### config.mk
export PLATFORM = sky130hd
export DESIGN_NAME = melody_sequencer
export DESIGN_NICKNAME = d
export VERILOG_FILES = /design/src/rtl/melody_sequencer_pkg.sv /design/src/rtl/melody_sequencer_tick_divider.sv /design/src/rtl/melody_sequencer.sv
export SDC_FILE = /design/constraint.sdc
export NUM_CORES = 1
export LEC_CHECK = 0
export BUFFER_PORTS_ARGS = -buffer_cell sky130_fd_sc_hd__buf_2
export CAP_MARGIN = 5
export CORE_MARGIN = 2
export CORE_UTILIZATION = 45
export CTS_CLUSTER_DIAMETER = 50
export CTS_CLUSTER_SIZE = 10
export DETAILED_ROUTE_END_ITERATION = 8
export GPL_TIMING_DRIVEN = 0
export PLACE_DENSITY = 0.7
export SYNTH_ARGS = -nofsm -noshare
export SYNTH_HDL_FRONTEND = slang
export SYNTH_SLANG_ARGS = --single-unit
### constraint.sdc
create_clock -name clk -period 3.3 [get_ports clk]
set_clock_uncertainty 0.1 [all_clocks]
set_input_delay 0.99 -clock clk [delete_from_list [all_inputs] [get_ports clk]]
set_output_delay 0.99 -clock clk [all_outputs]
set_load 0.01 [all_outputs]
### src/rtl/melody_sequencer_pkg.sv
`default_nettype none
// ---------------------------------------------------------------------------
// melody_sequencer_pkg : FSM states and score word layout (GAP under NOTE_GAP_EN) -- rev 1.0
// ---------------------------------------------------------------------------
package melody_sequencer_pkg;

   typedef enum logic [2:0] {
      S_IDLE  = 3'd0,
      S_FETCH = 3'd1,
      S_PLAY  = 3'd2,
`ifdef NOTE_GAP_EN
      S_GAP   = 3'd3,
`endif
      S_END   = 3'd4
   } state_t;

   localparam int NOTE_LSB = 12;
   localparam int OCT_LSB  = 8;
   localparam int DUR_LSB  = 0;

   // A zero duration marks the end of the score.
   localparam logic [7:0] END_DUR = 8'd0;

   function automatic logic [3:0] score_note(input logic [15:0] w);
      return w[NOTE_LSB +: 4];
   endfunction

   function automatic logic [3:0] score_octave(input logic [15:0] w);
      return w[OCT_LSB +: 4];
   endfunction

   function automatic logic [7:0] score_dur(input logic [15:0] w);
      return w[DUR_LSB +: 8];
   endfunction

endpackage
`default_nettype wire

### src/rtl/melody_sequencer_tick_divider.sv
`default_nettype none
// ---------------------------------------------------------------------------
// tick_divider : free-running prescaler, one-cycle tick every TICK_DIV cycles -- rev 1.0
// ---------------------------------------------------------------------------
module tick_divider #(
   parameter int TICK_DIV = 5000000
) (
   input  logic clk,
   input  logic rst_n,
   input  logic clear,
   output logic tick
);

   localparam int               CNT_W   = (TICK_DIV > 1) ? $clog2(TICK_DIV) : 1;
   localparam logic [CNT_W-1:0] CNT_MAX = CNT_W'(TICK_DIV - 1);

   logic [CNT_W-1:0] cnt_q, cnt_d;

   // Tick is suppressed while cleared so a fresh interval always spans TICK_DIV cycles.
   always_comb begin
      tick = !clear && (cnt_q == CNT_MAX);
      if (clear || tick) begin
         cnt_d = '0;
      end else begin
         cnt_d = cnt_q + CNT_W'(1);
      end
   end

   always_ff @(posedge clk or negedge rst_n) begin
      if (!rst_n) begin
         cnt_q <= '0;
      end else begin
         cnt_q <= cnt_d;
      end
   end

endmodule
`default_nettype wire

### src/rtl/melody_sequencer.sv
`default_nettype none
// ---------------------------------------------------------------------------
// melody_sequencer : score ROM player driving note/octave; NOTE_GAP_EN adds a silent tick between notes -- rev 1.0
// ---------------------------------------------------------------------------
module melody_sequencer #(
   parameter int ADDR_W   = 8,
   parameter int TICK_DIV = 5000000
) (
   input  logic              clk,
   input  logic              rst_n,
   input  logic              start,
   input  logic              stop,
   output logic [ADDR_W-1:0] score_addr,
   input  logic [15:0]       score_data,
   output logic [3:0]        note,
   output logic [3:0]        octave,
   output logic              busy,
   output logic              done
);

   import melody_sequencer_pkg::*;

   localparam logic [ADDR_W-1:0] ADDR_LAST = '1;
`ifdef NOTE_GAP_EN
   localparam state_t AFTER_PLAY = S_GAP;
`else
   localparam state_t AFTER_PLAY = S_FETCH;
`endif

   state_t            state_q, state_d;
   logic [ADDR_W-1:0] addr_q, addr_d;
   logic [3:0]        note_q, note_d;
   logic [3:0]        oct_q, oct_d;
   logic [7:0]        dur_q, dur_d;
   logic [7:0]        dcnt_q, dcnt_d;
   logic              tick;
   logic              presc_clear;
   logic              play_last;
   logic [3:0]        rom_note, rom_oct;
   logic [7:0]        rom_dur;

   assign rom_note = score_note(score_data);
   assign rom_oct  = score_octave(score_data);
   assign rom_dur  = score_dur(score_data);

   assign play_last = (state_q == S_PLAY) && tick && (dcnt_q == dur_q - 8'd1);

`ifdef NOTE_GAP_EN
   assign presc_clear = (state_q != S_PLAY) && (state_q != S_GAP);
`else
   assign presc_clear = (state_q != S_PLAY);
`endif

   tick_divider #(
      .TICK_DIV (TICK_DIV)
   ) u_tick_div (
      .clk   (clk),
      .rst_n (rst_n),
      .clear (presc_clear),
      .tick  (tick)
   );

   always_ff @(posedge clk or negedge rst_n) begin
      if (!rst_n) begin
         state_q <= S_IDLE;
         addr_q  <= '0;
         note_q  <= 4'd0;
         oct_q   <= 4'd0;
         dur_q   <= 8'd0;
         dcnt_q  <= 8'd0;
      end else begin
         state_q <= state_d;
         addr_q  <= addr_d;
         note_q  <= note_d;
         oct_q   <= oct_d;
         dur_q   <= dur_d;
         dcnt_q  <= dcnt_d;
      end
   end

   always_comb begin
      state_d = state_q;
      if ((state_q != S_IDLE) && stop) begin
         state_d = S_IDLE;
      end else begin
         case (state_q)
            S_IDLE:  if (start && !stop) state_d = S_FETCH;
            S_FETCH: state_d = (rom_dur == END_DUR) ? S_END : S_PLAY;
            // The last address ends the score rather than wrapping to 0.
            S_PLAY:  if (play_last) state_d = (addr_q == ADDR_LAST) ? S_END : AFTER_PLAY;
`ifdef NOTE_GAP_EN
            S_GAP:   if (tick) state_d = S_FETCH;
`endif
            S_END:   state_d = S_IDLE;
            default: state_d = S_IDLE;
         endcase
      end
   end

   always_comb begin
      busy   = (state_q != S_IDLE);
      done   = (state_q == S_END);
      addr_d = addr_q;
      note_d = note_q;
      oct_d  = oct_q;
      dur_d  = dur_q;
      dcnt_d = dcnt_q;
      if (state_d == S_IDLE) begin
         addr_d = '0;
         note_d = 4'd0;
         oct_d  = 4'd0;
         dur_d  = 8'd0;
         dcnt_d = 8'd0;
      end else if (state_d == S_END) begin
         note_d = 4'd0;
         oct_d  = 4'd0;
      end else begin
         // Pitch holds through FETCH; it is only replaced when the next note starts.
         case (state_q)
            S_FETCH: begin
               note_d = rom_note;
               oct_d  = rom_oct;
               dur_d  = rom_dur;
               dcnt_d = 8'd0;
            end
            S_PLAY: begin
               if (tick) dcnt_d = dcnt_q + 8'd1;
               if (play_last) begin
                  addr_d = addr_q + ADDR_W'(1);
`ifdef NOTE_GAP_EN
                  note_d = 4'd0;
`endif
               end
            end
            default: ;
         endcase
      end
   end

   assign score_addr = addr_q;
   assign note       = note_q;
   assign octave     = oct_q;

endmodule
`default_nettype wire

Word-level counts from Yosys, hierarchy flattened
Index checks and enable logic that the tools add are counted.
{"block": "totals", "reg_bits": 58}
{"block": "classes", "addsub": 4, "n_eq_ne": 10, "mux": 24, "n_reduce_logical": 20}
{"operator": "two-way mux 8 bit", "n": 10}
{"operator": "two-way mux 4 bit", "n": 6}
{"operator": "adder 23 x 1 -> 23 bit, second input constant", "n": 1}
{"operator": "equality test 23 bit, second input constant", "n": 1}
{"operator": "two-way mux 23 bit", "n": 1}
{"operator": "adder 8 x 1 -> 8 bit, second input constant", "n": 2}
{"operator": "one-hot mux 8 bit (2 select lines)", "n": 1}
{"operator": "two-way mux 3 bit", "n": 5}
{"operator": "one-hot mux 3 bit (3 select lines)", "n": 1}
{"operator": "nonzero test 3 bit", "n": 3}
{"operator": "equality test 8 bit", "n": 1}
{"operator": "equality test 8 bit, second input constant", "n": 1}
{"operator": "logical NOT 8 bit", "n": 1}
{"operator": "subtractor 8 x 1 -> 8 bit, second input constant", "n": 1}
{"operator": "equality test 3 bit, second input constant", "n": 2}
{"operator": "logical NOT 3 bit", "n": 2}
{"operator": "inequality test 3 x 2 -> 1 bit, second input constant", "n": 2}
{"operator": "AND reduction 3 bit", "n": 2}
{"operator": "nonzero test 2 bit", "n": 3}
{"operator": "logical AND 1 bit", "n": 5}
{"operator": "equality test 3 x 1 -> 1 bit, second input constant", "n": 1}
{"operator": "equality test 3 x 2 -> 1 bit, second input constant", "n": 1}
{"operator": "logical NOT 1 bit", "n": 2}
{"operator": "inequality test 2 bit, second input constant", "n": 1}
{"operator": "2 further kinds", "n": 2}

Longest topological paths before layout
{"block": "logic_depth", "word_depth": 11, "mapped_depth": 9, "depth_no_buf": 8}

By module
From an unflattened synthesis, not the netlist that was laid out.
{"block": "hier_totals", "hier_cells": 326, "hier_area_um2": 3201.8}
{"mod": "melody_sequencer", "instances": 1, "cells_each": 204, "area_each_um2": 2008.2, "seq_area_each_um2": 875.8}
{"mod": "tick_divider", "instances": 1, "cells_each": 122, "area_each_um2": 1193.6, "seq_area_each_um2": 575.6}

Least setup slack after synthesis
OpenSTA, ideal clock, no wires.
{"block": "synth_path", "kind": "register to register", "from": "register u_tick_div.cnt_q[12]", "to": "register note_q[0], in the netlist note[0]", "setup_ps": 136, "arrival_time_ps": 2257, "required_ps": 3064, "setup_slack_ps": 807, "path_stages_with_launch": 8, "n_path_buf": 1, "period_less_slack_ps": 2493, "path_cell_list": "dfrtp_1 or4b_4 nor4b_4 nand2_1 or4_1 buf_2 a22oi_4 nor3_1"}
{"block": "synth_between", "elab_chain_len": 10, "word_cells_on_any_way": 12, "classes_between": "eq/ne (2); mux (5); reduce/logical (5)"}
{"item": "start, declared", "line": "melody_sequencer_tick_divider.sv:17", "source": "logic [CNT_W-1:0] cnt_q, cnt_d;"}
{"item": "start signal, assigned", "line": "melody_sequencer_tick_divider.sv:33", "source": "cnt_q <= cnt_d;"}
{"item": "equality test 23 bit (*)", "line": "melody_sequencer_tick_divider.sv:21", "source": "tick = !clear && (cnt_q == CNT_MAX);"}
{"item": "logical AND 1 bit (*)", "line": "melody_sequencer_tick_divider.sv:21"}
{"item": "logical AND 1 bit (*) (2 in series)", "line": "melody_sequencer.sv:46", "source": "assign play_last = (state_q == S_PLAY) && tick && (dcnt_q == dur_q - 8'd1);"}
{"item": "two-way mux 3 bit (*)", "line": "melody_sequencer.sv:90", "source": "S_PLAY: if (play_last) state_d = (addr_q == ADDR_LAST) ? S_END : AFTER_PLAY;"}
{"item": "one-hot mux 3 bit (3 select lines) (*)", "line": "melody_sequencer.sv:86", "source": "case (state_q)"}
{"item": "two-way mux 3 bit (*)", "line": "melody_sequencer.sv:83", "source": "if ((state_q != S_IDLE) && stop) begin"}
{"item": "equality test 3 bit", "line": "melody_sequencer.sv:114", "source": "end else if (state_d == S_END) begin"}
{"item": "two-way mux 4 bit", "line": "melody_sequencer.sv:114"}
{"item": "two-way mux 4 bit", "line": "melody_sequencer.sv:108", "source": "if (state_d == S_IDLE) begin"}
{"item": "end signal, assigned", "line": "melody_sequencer.sv:74", "source": "note_q <= note_d;"}
{"item": "end, declared", "line": "melody_sequencer.sv:32", "source": "logic [3:0] note_q, note_d;"}
Mark *: on every way between the ends. The rest lies on a longest branch, timed or not.
A chain may end at the register's enable or synchronous reset.

Worst setup path after layout
{"block": "layout_path", "from": "register u_tick_div.cnt_q[10]", "to": "register dcnt_q[0]"}
{"block": "layout_between", "elab_chain_len": 10, "word_cells_on_any_way": 14, "classes_between": "eq/ne (4); mux (4); reduce/logical (6)"}
{"item": "equality test 23 bit (*)", "line": "melody_sequencer_tick_divider.sv:21"}
{"item": "logical AND 1 bit (*)", "line": "melody_sequencer_tick_divider.sv:21"}
{"item": "logical AND 1 bit (2 in series)", "line": "melody_sequencer.sv:46"}
{"item": "two-way mux 3 bit", "line": "melody_sequencer.sv:90"}
{"item": "one-hot mux 3 bit (3 select lines)", "line": "melody_sequencer.sv:86"}
{"item": "two-way mux 3 bit", "line": "melody_sequencer.sv:83"}
{"item": "equality test 3 bit / logical NOT 3 bit (equally long branches)", "line": "melody_sequencer.sv:114, melody_sequencer.sv:108"}
{"item": "inequality test 2 bit (no source line), or another cell as far along"}
{"item": "AND reduction 3 bit (no source line)"}
{"item": "end signal, assigned", "line": "melody_sequencer.sv:77", "source": "dcnt_q <= dcnt_d;"}
{"item": "end, declared", "line": "melody_sequencer.sv:35", "source": "logic [7:0] dcnt_q, dcnt_d;"}
Marks and branches as above.

==> key figures <==
Placed design
  – Final Wtd Congestion: 0.814
  – Placed Cells: around 480
  – IO buf count: 37
  – Post-DP Area: ~3600 µm²
  – Post-Place Worst Slack: approximately 0.51 ns
  – HPWL Detailed: approximately 5200 µm

STA
  – Final setup TNS: 0 ns
  – Endpoints failing setup: 0
  – Final setup margin: 0.523 ns
  – Slew @ Worst Pin: approximately 0.87 ns
  – Hold WS: 0.410 ns
  – Fmax: around 0.36 GHz
  – Slew headroom: a little over two fifths
  – Final clock period utilization by the worst path: 84.2%
  – Final Max Slew Viols: 0
  – Post-route minimum period: approximately 2.8 ns
  – RSZ-0062 raised after global routing: no
  – Fin. Hold Viols: 0

Critical path
  – Critical path startpoint: u_tick_div.cnt_q[10]$_DFF_PN0_
  – CP max stage cell: nor3_1
  – CP arrival: around 2.9 ns
  – Type of origin of the critical path: register
  – Crit path max fanout: 5
  – CP peak stage delay: roughly 0.65 ns
  – Crit Reg-Reg Endpoint: dcnt_q[0]$_DFFE_PN0P_
  – Worst-case reg-to-reg path depth: 6
  – Worst r2r src: u_tick_div.cnt_q[10]$_DFF_PN0_
  – R2R Setup Slk: between 0.5 and 0.6 ns
  – WP data required: ~3.5 ns
  – Crit path kind: reg2reg
  – Top cell by count, worst path: nand2_1
  – CP cell instances: or4b_4 > nor4b_4 > nand2_1 > nor3_1 > nand2_1 > o22ai_1
  – Critical path endpoint category: register

Yosys
  – Ys async rst share: 100%
  – Avg Cell Area, Syn: roughly 9.3 µm²
  – Number of synthesized flops with an enable pin: 0
  – Post-synthesis cell count: 349
  – Synthesized area: ~3300 µm²
  – Share of the synthesized area in the top cell type: 44.6%
  – Synth Flop Type: dfrtp_1
  – Post-synth cell types: 52
  – #FFs+latches synth: 58
  – Synth Warn #: 0
  – Commonest cells in the netlist: dfrtp_1 (58), nand2_1 (44), nor2_1 (35)
  – Top cell type by total area after synthesis: dfrtp_1
  – Register area share after synthesis: between 40% and 50%
  – Syn nets: approximately 370
  – Most common cell in the netlist: dfrtp_1
  – Largest cells by area after synthesis: dfrtp_1 (45%), nand2_1 (5.1%), xor2_1 (4.3%)

Floorplan
  – Die X: ~89 µm
  – Die Ht: between 80 and 90 µm
  – Core area: slightly below 7000 µm²
  – IO Count: 38
  – Initial core utilization: between 40 and 50%
  – Die area: approximately 8000 µm²
  – Rows: 30

Route
  – Final wirelength: about 7500 µm
  – Initial DRC count: just over 200
  – Via count: approximately 2.8k
  – Wire per inst: about 15 µm
  – Drt pass-1 iters: 5
  – Drt drc: 0
  – Post-DRT Antenna Nets: 0
  – Post-DR vias/cell: approximately 5.6

GRT
  – Number of global-route vias before repair: approximately 2.7k
  – Initial antenna violation count: 0
  – GRT Overall Usage: between 20% and 30%
  – First-pass GRT wire length: 12,900 µm
  – Total gr overflow: 0
  – Largest net degree at the start of global routing: 59

Cells and area
  – # fillers: around 650
  – Post-Layout Cell Count: between 400 and 500
  – N_diodes: 0
  – Layout cells sized above 1: between 10% and 20%
  – Area occupied by multi-input gates: around 1700 µm²
  – Nets: approximately 420
  – Design Area, Final: 3720 µm²
  – Register area: ~1500 µm²
  – Final Util: between 50% and 60%
  – Syn-to-layout area delta: 14.5%

Min path
  – Cells on Worst Hold Path: 1
  – Hold WC Path Type: reg2reg
  – Worst Hold Path EP: u_tick_div.cnt_q[0]$_DFF_PN0_
  – Worst hold start: u_tick_div.cnt_q[0]$_DFF_PN0_

Clocking
  – Root Driver: clkbuf_8
  – CTS tree: yes
  – Clk sinks: 58
  – H-tree depth: 3
  – Clock buffer depth: 2
  – CTS resizes: 0
  – # hold bufs at CTS: 0
  – Total CTS buffers: 9
  – Clock transition at path regs: ~0.07 ns
  – Setup Buffers After CTS: 0
  – Clock latency at the later pin of the worst-skew pair: between 0.3 and 0.4 ns

Pwr
  – Lkg Pwr: 1.63 nW
  – Power, Total: approximately 1.4 mW
  – Peak supply drop: between 0.15 and 0.2 mV
  – PD cells: 386 nW/µm²

Status
  – Status: complete, no violations

Job
  – Max_cap viols: 0
how the worst max path moves through the flow:
| stage | slack [ns] | endpoint | depth (start not counted) |
|---|---|---|---|
| 2_1_floorplan | 0.81 | note[0]$_DFFE_PN0P_ | 7 |
| 3_3_place_gp | 0.51 | dcnt_q[5]$_DFFE_PN0P_ | 7 |
| 3_5_place_dp | 0.51 | dcnt_q[0]$_DFFE_PN0P_ | 7 |
| 4_1_cts | 0.53 | octave[1]$_DFFE_PN0P_ | 7 |
| 5_1_grt | 0.37 | octave[0]$_DFFE_PN0P_ | 7 |
| 6_report | 0.52 | dcnt_q[0]$_DFFE_PN0P_ | 6 |
logic make-up (layout without fill, tap and decap cells):
family	count (synthesis)	count (layout)	synth area share, %
xor gates and xnor gates	31	31	8.35
muxes	9	9	2.77
DFF	58	58	44.6
buffers and inverters	17	70	2.23
and+or+nand+nor	183	183	30.6
AOI/OAI and AO/OA	47	47	9.93
adders and majority gates	4	4	1.54
cells in the final DEF (no fill, tap or decap), types with 9 or more instances in the layout:
cell type	n
nand3_1	26
o21ai_0	11
nand2_1	44
xor2_1	16
clkbuf_8	10
buf_2	37
clkbuf_1	12
dfrtp_1	58
nor2_1	35
xnor2_1	15
nor3_1	14
a21oi_1	10
mux2i_1	9
metal layers:
metal | up-vias | part of all wire (%) | GRT usage, %
met5 | - | 0 | 0
met4 | 0 | 1.6 | 8.14
met3 | 12 | 5.3 | 5.17
met2 | 82 | 46 | 32.9
met1 | 1335 | 47 | 28.7
li1 | 1352 | - | -
cell type report:
class | count | area share, %
inverter | 6 | 0.605
multi-input combinational | 274 | 46.4
buffer | 11 | 1.34
sequential | 58 | 39.0
timing repair buffer | 37 | 5.04
clock inverter | 3 | 0.403
tap | 96 | 3.23
clock buffer | 13 | 4.00
registers in the layout, indices dropped and copies added (netlist names):
name              cells
dur_q                 8
note                  4
score_addr            8
octave                4
u_tick_div.cnt_q     23
dcnt_q                8
state_q               3
where the power goes:
group          internal [mW]  switching, mW  leakage [nW]  total (mW)
Clock                  0.290          0.279        0.0872       0.569
Combinational         0.0496         0.0900         0.734       0.140
Sequential             0.721        0.00956         0.807       0.730
worst max-delay path: cells and delay by family, from the launching register on:
family | cells | cell delay, ns
AND/OR/NAND/NOR | 5 | 1.94
flip-flops | 1 | 0.44
AO/OA/AOI/OAI | 1 | 0.20
Note: power is estimated with default switching activity, not from simulation.
